**src/rtl/microcode_sequencer.sv**
```systemverilog
// Writable microcode sequencer: {opcode, flags, phase} is matched against a
// table of match/care entries; the lowest-index hit is registered as ctrl_word.
module microcode_sequencer #(
   parameter int             OPW          = 4,
   parameter int             FLW          = 2,
   parameter int             PHW          = 1,
   parameter int             PHASES       = 2,
   parameter int             CWW          = 13,
   parameter int             DEPTH        = 16,
   parameter logic [CWW-1:0] DEFAULT_WORD = '0,
   localparam int            IW           = $clog2(DEPTH),
   localparam int            AW           = OPW + FLW + PHW
) (
   input  logic           clk,
   input  logic           reset,
   input  logic           enable,
   input  logic           phase_clear,
   input  logic [OPW-1:0] opcode,
   input  logic [FLW-1:0] flags,
   input  logic           wr_en,
   input  logic [IW-1:0]  wr_idx,
   input  logic [AW-1:0]  wr_match,
   input  logic [AW-1:0]  wr_care,
   input  logic [CWW-1:0] wr_data,
   input  logic           wr_valid,
   output logic [CWW-1:0] ctrl_word,
   output logic           ctrl_valid,
   output logic           miss,
   output logic [PHW-1:0] phase
);

   logic [AW-1:0]    match_q [DEPTH];
   logic [AW-1:0]    care_q  [DEPTH];
   logic [CWW-1:0]   data_q  [DEPTH];
   logic [DEPTH-1:0] valid_q, valid_d;
   logic [PHW-1:0]   phase_q, phase_d;
   logic [CWW-1:0]   word_q, word_d;
   logic             miss_q, miss_d;
   logic             cvalid_q, cvalid_d;

   logic [AW-1:0]    addr;
   logic [CWW-1:0]   lk_word;
   logic             lk_hit;
   logic             wr_ok;

   assign addr  = {opcode, flags, phase_q};
   assign wr_ok = wr_en && !reset && (int'(wr_idx) < DEPTH);

   // Scan from the highest index down so the lowest-index hit is the last one kept.
   always_comb begin
      lk_word = DEFAULT_WORD;
      lk_hit  = 1'b0;
      for (int i = DEPTH - 1; i >= 0; i--) begin
         if (valid_q[i] && (((addr ^ match_q[i]) & care_q[i]) == '0)) begin
            lk_word = data_q[i];
            lk_hit  = 1'b1;
         end
      end
   end

   always_comb begin
      phase_d  = phase_q;
      word_d   = word_q;
      miss_d   = miss_q;
      cvalid_d = 1'b0;
      valid_d  = valid_q;
      if (phase_clear) begin
         phase_d = '0;
      end else if (enable) begin
         word_d   = lk_word;
         miss_d   = !lk_hit;
         cvalid_d = 1'b1;
         phase_d  = (phase_q == PHW'(PHASES - 1)) ? '0 : phase_q + 1'b1;
      end
      if (wr_ok) begin
         valid_d[wr_idx] = wr_valid;
      end
   end

   always_ff @(posedge clk) begin
      if (reset) begin
         phase_q  <= '0;
         word_q   <= '0;
         miss_q   <= 1'b0;
         cvalid_q <= 1'b0;
         valid_q  <= '0;
      end else begin
         phase_q  <= phase_d;
         word_q   <= word_d;
         miss_q   <= miss_d;
         cvalid_q <= cvalid_d;
         valid_q  <= valid_d;
      end
   end

   // Pattern storage is never cleared; an entry is only live while its valid bit is set.
   always_ff @(posedge clk) begin
      if (wr_ok) begin
         match_q[wr_idx] <= wr_match;
         care_q[wr_idx]  <= wr_care;
         data_q[wr_idx]  <= wr_data;
      end
   end

   assign ctrl_word  = word_q;
   assign ctrl_valid = cvalid_q;
   assign miss       = miss_q;
   assign phase      = phase_q;

endmodule

```
**config.mk**
```make
export PLATFORM = sky130hd
export DESIGN_NAME = microcode_sequencer
export DESIGN_NICKNAME = d
export VERILOG_FILES = /design/src/rtl/microcode_sequencer.sv
export SDC_FILE = /design/constraint.sdc
export NUM_CORES = 1
export LEC_CHECK = 0
export CAP_MARGIN = 20
export CORE_ASPECT_RATIO = 1.5
export CORE_UTILIZATION = 61
export DETAILED_ROUTE_END_ITERATION = 12
export PLACE_DENSITY = 0.88
export SETUP_SLACK_MARGIN = 0.02
export SLEW_MARGIN = 20
export SYNTH_ARGS = -nofsm -noshare
export SYNTH_HDL_FRONTEND = slang
export SYNTH_SLANG_ARGS = --single-unit
export TNS_END_PERCENT = 50
```
**constraint.sdc**
```tcl
create_clock -name clk -period 4.7 [get_ports clk]
set_input_delay 0.94 -clock clk [delete_from_list [all_inputs] [get_ports clk]]
set_output_delay 0.94 -clock clk [all_outputs]
set_load 0.02 [all_outputs]
```
* Word level (Yosys, flattened, before mapping) *
Memories as Yosys holds them, arrays and structs flattened.
Cells that the tools add are included.

word-level totals
  register bits = 32
  RAM bits = 432
  input port bits = 43
  output and inout bits = 16
  word-level logic and storage cells = 121
  memories = 3

memory list
  name     words  bits a word  read ports  clocked after memory_dff  wr ports  RTL line  source
  data_q   16     13           16          0                         1         34        logic [CWW-1:0] data_q [DEPTH];
  care_q   16     7            16          0                         1         33        logic [AW-1:0] care_q [DEPTH];
  match_q  16     7            16          0                         1         32        logic [AW-1:0] match_q [DEPTH];

cells by class
  $add $sub $neg = 1
  magnitude comparators = 2
  multiplexer cells = 39
  bitwise operators = 33
  reduce and logical (&&, ||, !) cells = 38

operators with widths
  operator                                                           number
  2-to-1 mux 13 bit                                                  16
  bitwise AND 7 bit                                                  16
  logical NOT 7 bit                                                  16
  XOR 7 bit                                                          16
  2-to-1 mux 1 bit                                                   21
  logical AND 1 bit                                                  18
  bitwise mux 16 bit                                                 1
  < comparator 4 x 5 -> 1 bit, second input constant                 1
  demux 1 bit (select 4 bit)                                         1
  greater-or-equal comparator 4 x 1 -> 1 bit, second input constant  1
  logical NOT 1 bit                                                  2
  AND reduction 2 bit                                                1
  OR reduction 2 bit                                                 1
  adder 1 bit, second input constant                                 1
  inverter 1 bit                                                     1

* Longest topological paths before layout *
Gate-level depths: netlist (run 1).

  depth after elaboration = 21
  mapped depth = 11
  gate-level depth less buffers = 8

* Worst setup path before layout (run 1) *
No wires, ideal clock.

  path kind = in2reg
  start point = input port reset
  end point = register valid_q[0]
  library setup time = 0.128 ns
  data arrival time = 4.044 ns
  required time = 4.572 ns
  path slack = 0.529 ns
  cell stages on the path = 7
  path buffers = 2
  cell sequence = clkbuf_1 -> nand2b_1 -> or3_1 -> clkbuf_1 -> nor3_1 -> mux2i_1 -> nor2_1

on the way
  longest elaborated chain between the ends = 2

ends and longest elaborated chain
  what                  RTL line  source
  from (decl)           15        input logic reset,
  logical NOT 1 bit     47        assign wr_ok = wr_en && !reset && (int'(wr_idx) < DEPTH);
  logical AND 1 bit     47
  to (signal assigned)  92        valid_q <= valid_d;
  to (decl)             35        logic [DEPTH-1:0] valid_q, valid_d;

Parallel ways exist; a longest one is shown, timed or not.
A chain may end at the register's enable or synchronous reset.

* Worst setup path in the final report (run 1) *
  start point = input port opcode[2]
  end point = register word_q[1] (netlist: ctrl_word[1])

on the way
  longest elaborated chain between the ends = 20
  elaborated cells on any way between the ends = 80
  classes of those cells = mux (16); bitwise (32); reduce/logical (32)

ends and longest elaborated chain
  what                              RTL line  source
  from (decl)                       18        input logic [OPW-1:0] opcode,
  XOR 7 bit                         54        if (valid_q[i] && (((addr ^ match_q[i]) & care_q[i]) == '0)) begin
  bitwise AND 7 bit                 54
  logical NOT 7 bit                 54
  logical AND 1 bit                 54
  2-to-1 mux 13 bit (15 in series)  54
  2-to-1 mux 13 bit *               54
  to (signal assigned)              89        word_q <= word_d;
  to (decl)                         37        logic [CWW-1:0] word_q, word_d;

Mark *: on every way between the ends. The rest lies on a longest branch, timed or not.

==> flow_metrics.py, run 1 <==
metrics = {
    "cts": {
        "hold_buffers": 0,
        "cts_buffers": 42,
        "cts_resized": 0,
        "h-tree-depth": 2,
        "ctsRootBufferMaster": "clkbuf_16",
        "clockBufferDepth": 3,
        "cts_tree": "yes",
        "clock_sinks": 464,
        "clk_latency_ns": 0.57,
        "post_cts_buffers": 0,
        "clk_pin_slew_ns": 0.07,
    },
    "logic_synthesis": {
        "synth_edf_count": 432,
        "yosysMostFrequentCell": "edfxtp_1",
        "synth_warnings": 0,
        "synth-main-ff-cell": "edfxtp_1",
        "synth.distinct_cells": 67,
        "synth_top_area_cell": "edfxtp_1",
        "synth_top_area_share_pct": 72.4,
        "ys_seq_area_share_pct": 76.0,
        "netlist_top_cells_count": "edfxtp_1, xor2_1, nand2_1",
        "syn_nets": 1150,
        "netlist_top_cells_area": "edfxtp_1, xor2_1, dfxtp_1, a22oi_1, nand2_1",
        "syn-cell-area_um2": 17900,
        "async_flop_share_pct": 0,
        "syn_area_per_cell_um2": 16.2,
        "synthCells": 1107,
        "yosys_register_bits": 464,
    },
    "place": {
        "gp_congestion": 0.968,
        "port-buffer-count": 58,
        "dp_cells": 1549,
        "place_hpwl_um": 29600,
    },
    "critical_path": {
        "cp.required_ns": 5.20,
        "critPathLaunchType": "input port",
        "cp.depth": 9,
        "cp_num_buf_inv": 2,
        "rr_worst_depth": 8,
        "rr_endpoint": "ctrl_word[7]",
        "ff2ff_setup_slack_ns": 1.37,
        "slowest_delay_ns": 0.83,
        "setup.worst_path.class": "input port to register",
        "crit_slowest_cell": "a31oi_1",
        "crit_chain": "clkdlybuf4s50_1, buf_4, xor2_1, a22oi_1, and4_1, nand3_1, a31oi_1, nand2_1, o21ai_0",
        "worstPathArrival_ns": 4.47,
        "endpoint_kind": "register",
        "cp_max_fo": 18,
        "critical_path.top_delay_family": "compound AO/OA/AOI/OAI gates",
        "reg2reg_from": "phase",
    },
    "grt": {
        "antenna_found_initial": 0,
        "track_usage_pct": 33.2,
        "grt_pass1_vias": 11338,
        "globalRouteOverflowTotal": 0,
        "grt_max_degree": 35,
        "grt_pass1_wl_um": 70000,
    },
    "power": {
        "p_per_area_nw_per_um2": 409,
        "p_leak_nw": 6.76,
        "fin_total_pwr_w": 0.00835,
        "vdd_ir_drop_max_uv": 330,
    },
    "sta": {
        "clock_skew_ns": 0.0227,
        "fmax_mhz": 252,
        "tightestPinTransition_ns": 1.08,
        "tns_ns": 0,
        "slew_viol_final": 0,
        "hold_violations": 0,
        "fin_crit_ns": 3.97,
        "holdWs_ns": 0.482,
        "finalCritPeriodShare_pct": 84.5,
        "rsz0062_at_grt": "no",
        "maxSlewHeadroom_pct": 28.0,
        "setup_violations": 0,
    },
    "floorplan": {
        "die_w_um": 142,
        "die-area_um2": 30100,
        "die_h_um": 212,
        "num_rows": 76,
        "start_util_pct": 62.2,
        "core-area_um2": 28800,
        "io_pins": 59,
    },
    "route": {
        "ant_nets": 0,
        "drc": 0,
        "vias": 10967,
        "wirelength_um": 47800,
        "wl_per_cell_um": 29.4,
        "first_pass_iters": 8,
        "avgViaCountPerCell": 6.74,
        "dr.first_iter.drc_count": 1383,
    },
    "outcome": {
        "status": "completed",
    },
    "min_path": {
        "worst_hold_startpoint": "valid_q[6]",
        "min_path_type": "register to register",
        "holdPathStages": 2,
        "holdPathEnd": "valid_q[6]",
    },
    "run": {
        "cap_violations": 0,
    },
    "finish": {
        "final_cell_count_no_fill": 1627,
        "nFillCells": 1678,
        "drive_gt1_share_pct": 12.2,
        "fin_nets": 1246,
        "syn2layout_area_growth_pct": 14.0,
    },
}
worst max path at each step:
stage                        end      start  slack (ns)
finish              ctrl_word[1]  opcode[2]        0.73
global route        ctrl_word[1]  opcode[2]        0.70
CTS                 ctrl_word[7]  opcode[3]        0.98
detailed placement  ctrl_word[7]  opcode[3]        0.42
global placement    ctrl_word[7]  opcode[3]        0.54
floorplan             valid_q[0]      reset        0.53
per-layer routing:
metal	GRT usage, %	share of wire (%)	vias to the layer above
met5	0	0	-
met4	23.2	8.0	0
met3	7.40	10	264
met2	57.0	50	921
met1	36.5	31	5277
li1	-	-	4505
cell usage in the layout, fill, tap and decap left out, types with 18 or more instances in the layout:
cell type and instances:
buf_4 45, o21ai_0 32, xor2_1 112, o221ai_1 18
clkbuf_16 43, a22oi_1 49, a21oi_1 40, a221oi_1 27
edfxtp_1 432, dfxtp_1 31, nor2_1 43, clkdlybuf4s50_1 58
nand2_1 73
state kept, by name (all words and copies together), names as in the netlist:
register    count
ctrl_word      13
care_q        112
ctrl_valid      1
data_q        208
match_q       112
phase           1
miss            1
valid_q        16
logic make-up after synthesis:
family | synth area share (%)
and+or+nand+nor | 6.04
DFF | 76.0
AOI/OAI and AO/OA | 9.98
xor gates and xnor gates | 5.52
muxes | 0.223
buffers and inverters | 2.29
worst min-delay path: stages (launching register included):
cell and delay (ns):
dfxtp_1 0.30, o21ai_0 0.06, a21oi_1 0.07
final cells by class:
type                            instances  area [um2]  share of cell area (%)
Clock inverter                         21         183                   0.894
Clock buffer                           56        1180                    5.80
Timing Repair Buffer                  104         938                    4.59
Sequential cell                       464       13600                    66.7
Multi-Input combinational cell        574        3950                    19.3
Tap cell                              390         488                    2.39
Inverter                               17        63.8                   0.312
Antenna cell                            1        2.50                  0.0123
power by group:
part | switching, W | internal (W)
Sequential | 0.0000245 | 0.00456
Combinational | 0.000229 | 0.0000996
Clock | 0.00153 | 0.00190
per-stage QoR:
| stage | utilization (%) | worst slack (ns) | area, um2 |
|---|---|---|---|
| floorplan | - | 0.529 | 17900 |
| global placement | 66.1 | 0.543 | 19100 |
| detailed placement | 66.1 | 0.418 | 19100 |
| CTS | 70.9 | 0.983 | 20400 |
| global route | 70.9 | 0.697 | 20400 |
| finish | 70.9 | 0.731 | 20400 |
(Power assumes the default switching activity.)
==> run 2: changes to the inputs <==
==> constraint.sdc (replaced) <==
create_clock -name clk -period 3.7 [get_ports clk]
set_input_delay 0.74 -clock clk [delete_from_list [all_inputs] [get_ports clk]]
set_output_delay 0.74 -clock clk [all_outputs]
set_load 0.02 [all_outputs]
==> run 2 against run 1 <==
- sequential power up 27%
- clock skew down 0.0053 ns
- flip-flop and latch count unchanged
- first-iteration DRC count down 9.8%
- die area unchanged
- setup slack worse by 0.20 ns
- count of clock-buffer cells in the layout up 1
- critical path type unchanged
- largest cell class unchanged
==> flow_metrics.py, run 2 (synthesized netlist as in run 1, its figures left out) <==
metrics = {
    "route": {
        "vias": 10891,
        "wl_per_cell_um": 28.2,
        "avgViaCountPerCell": 6.66,
        "first_pass_iters": 6,
        "ant_nets": 0,
        "wirelength_um": 46100,
        "dr.first_iter.drc_count": 1248,
        "drc": 0,
    },
    "place": {
        "port-buffer-count": 58,
        "gp_congestion": 0.892,
        "dpl-instance-area_um2": 19200,
        "place_hpwl_um": 28600,
    },
    "power": {
        "p_per_area_nw_per_um2": 524,
        "vdd_ir_drop_max_uv": 426,
        "fin_total_pwr_w": 0.0108,
        "p_leak_nw": 6.91,
    },
    "critical_path": {
        "endpoint_kind": "register",
        "worstPathArrival_ns": 3.61,
        "critPathLaunchType": "input port",
        "crit_path_start": "opcode[3]",
        "cp_max_fo": 14,
        "cp_num_buf_inv": 2,
        "crit_slowest_cell": "clkdlybuf4s50_1",
        "rr_worst_depth": 9,
        "critPathCapture": "ctrl_word[12]",
        "ff2ff_setup_slack_ns": 0.74,
        "critical_path.top_delay_family": "simple AND/OR/NAND/NOR gates",
        "cp.depth": 10,
        "crit_chain": "clkdlybuf4s50_1, buf_12, xor2_1, a22oi_1, and4_1, or3_4, nand2b_4, a21oi_2, nand3_1, a311oi_1",
        "cp.required_ns": 4.15,
        "rr_endpoint": "ctrl_word[8]",
        "setup.worst_path.class": "input port to register",
        "reg2reg_from": "phase",
        "slowest_delay_ns": 0.61,
    },
    "finish": {
        "fin_util_pct": 71.8,
        "largest_reg_flops": 208,
        "register_area_um2": 13600,
        "multi_input_area_um2": 3970,
        "nFillCells": 1653,
        "most-common-layout-cells": "edfxtp_1, xor2_1, nand2_1",
        "fin_nets": 1256,
        "drive_gt1_share_pct": 12.8,
        "final_common_cell": "edfxtp_1",
        "syn2layout_area_growth_pct": 15.5,
        "largest_registers": "data_q x208, care_q x112, match_q x112",
        "largest_register": "data_q",
        "final_area_um2": 20700,
        "diodes": 0,
    },
    "grt": {
        "grt_max_degree": 29,
        "grt_pass1_vias": 11224,
        "antenna_found_initial": 0,
        "track_usage_pct": 31.9,
        "grt_pass1_wl_um": 67700,
        "globalRouteOverflowTotal": 0,
    },
    "sta": {
        "clock_skew_ns": 0.0174,
        "rsz0062_at_grt": "no",
        "setup_violations": 0,
        "fin_crit_ns": 3.16,
        "fmax_mhz": 316,
        "slew_viol_final": 0,
        "tns_ns": 0,
        "finalCritPeriodShare_pct": 85.5,
        "tightestPinTransition_ns": 1.08,
        "hold_violations": 0,
        "maxSlewHeadroom_pct": 27.9,
    },
    "floorplan": {
        "start_util_pct": 62.2,
        "die_h_um": 212,
        "die-area_um2": 30100,
        "die_w_um": 142,
        "io_pins": 59,
        "num_rows": 76,
        "core-area_um2": 28800,
    },
    "cts": {
        "clock_sinks": 464,
        "h-tree-depth": 2,
        "cts_tree": "yes",
        "clk_latency_ns": 0.55,
        "cts_resized": 0,
        "hold_buffers": 0,
        "clockBufferDepth": 3,
        "clk_pin_slew_ns": 0.07,
        "cts_buffers": 41,
        "post_cts_buffers": 0,
        "ctsRootBufferMaster": "clkbuf_16",
    },
    "run": {
        "cap_violations": 0,
    },
    "outcome": {
        "status": "completed",
    },
    "min_path": {
        "min_path_type": "register to register",
    },
}
[run 2: changes by cell type in the layout (fill, tap and decap cells not counted), sizes merged]
cell and delta:
diode -1, clkbuf +1, clkinv +1, clkinvlp -4, buf +11, inv -4, bufinv +5
[run 2: report_power, final]
part	switching (W)	internal, W
Clock	0.00184	0.00276
Combinational	0.000286	0.000136
Sequential	0.0000252	0.00580
[run 2: metrics by stage]
step | instances | setup WS, ns | hold slack (ns)
2_1_floorplan | 1107 | 0.0204 | 0.450
3_3_place_gp | 1560 | 0.250 | 0.460
3_5_place_dp | 1560 | 0.0279 | 0.478
4_1_cts | 1636 | 0.576 | 0.488
5_1_grt | 1636 | 0.497 | 0.511
6_report | 1636 | 0.536 | 0.492
[run 2: worst min-delay path by stage]
| stage | from | end | cells after the start |
|---|---|---|---|
| 5_1_grt | valid_q[10] | valid_q[10] | 2 |
| 3_3_place_gp | valid_q[14] | valid_q[14] | 2 |
| 3_5_place_dp | valid_q[4] | valid_q[4] | 2 |
| 4_1_cts | valid_q[10] | valid_q[10] | 2 |
| 6_report | valid_q[9] | valid_q[9] | 2 |
| 2_1_floorplan | valid_q[15] | valid_q[15] | 2 |
[run 2: cell type report]
| class | count | area share (%) |
|---|---|---|
| Multi-Input combinational cell | 574 | 19.2 |
| Inverter | 17 | 0.308 |
| Clock inverter | 19 | 1.30 |
| Sequential cell | 464 | 65.8 |
| Clock buffer | 57 | 5.79 |
| Timing Repair Buffer | 115 | 5.30 |
| Tap cell | 390 | 2.36 |
[run 2: tightest hold or removal path, delay by kind of cell (launching register included)]
kind | cells | cell delay (ns)
compound gates | 2 | 0.13
flops | 1 | 0.31
[run 2: layer usage]
layer / part of all wire [%] / GRT usage [%]
met5: 0 / 0
met2: 52 / 56.9
met3: 9.1 / 5.97
met1: 31 / 34.4
met4: 7.3 / 21.4
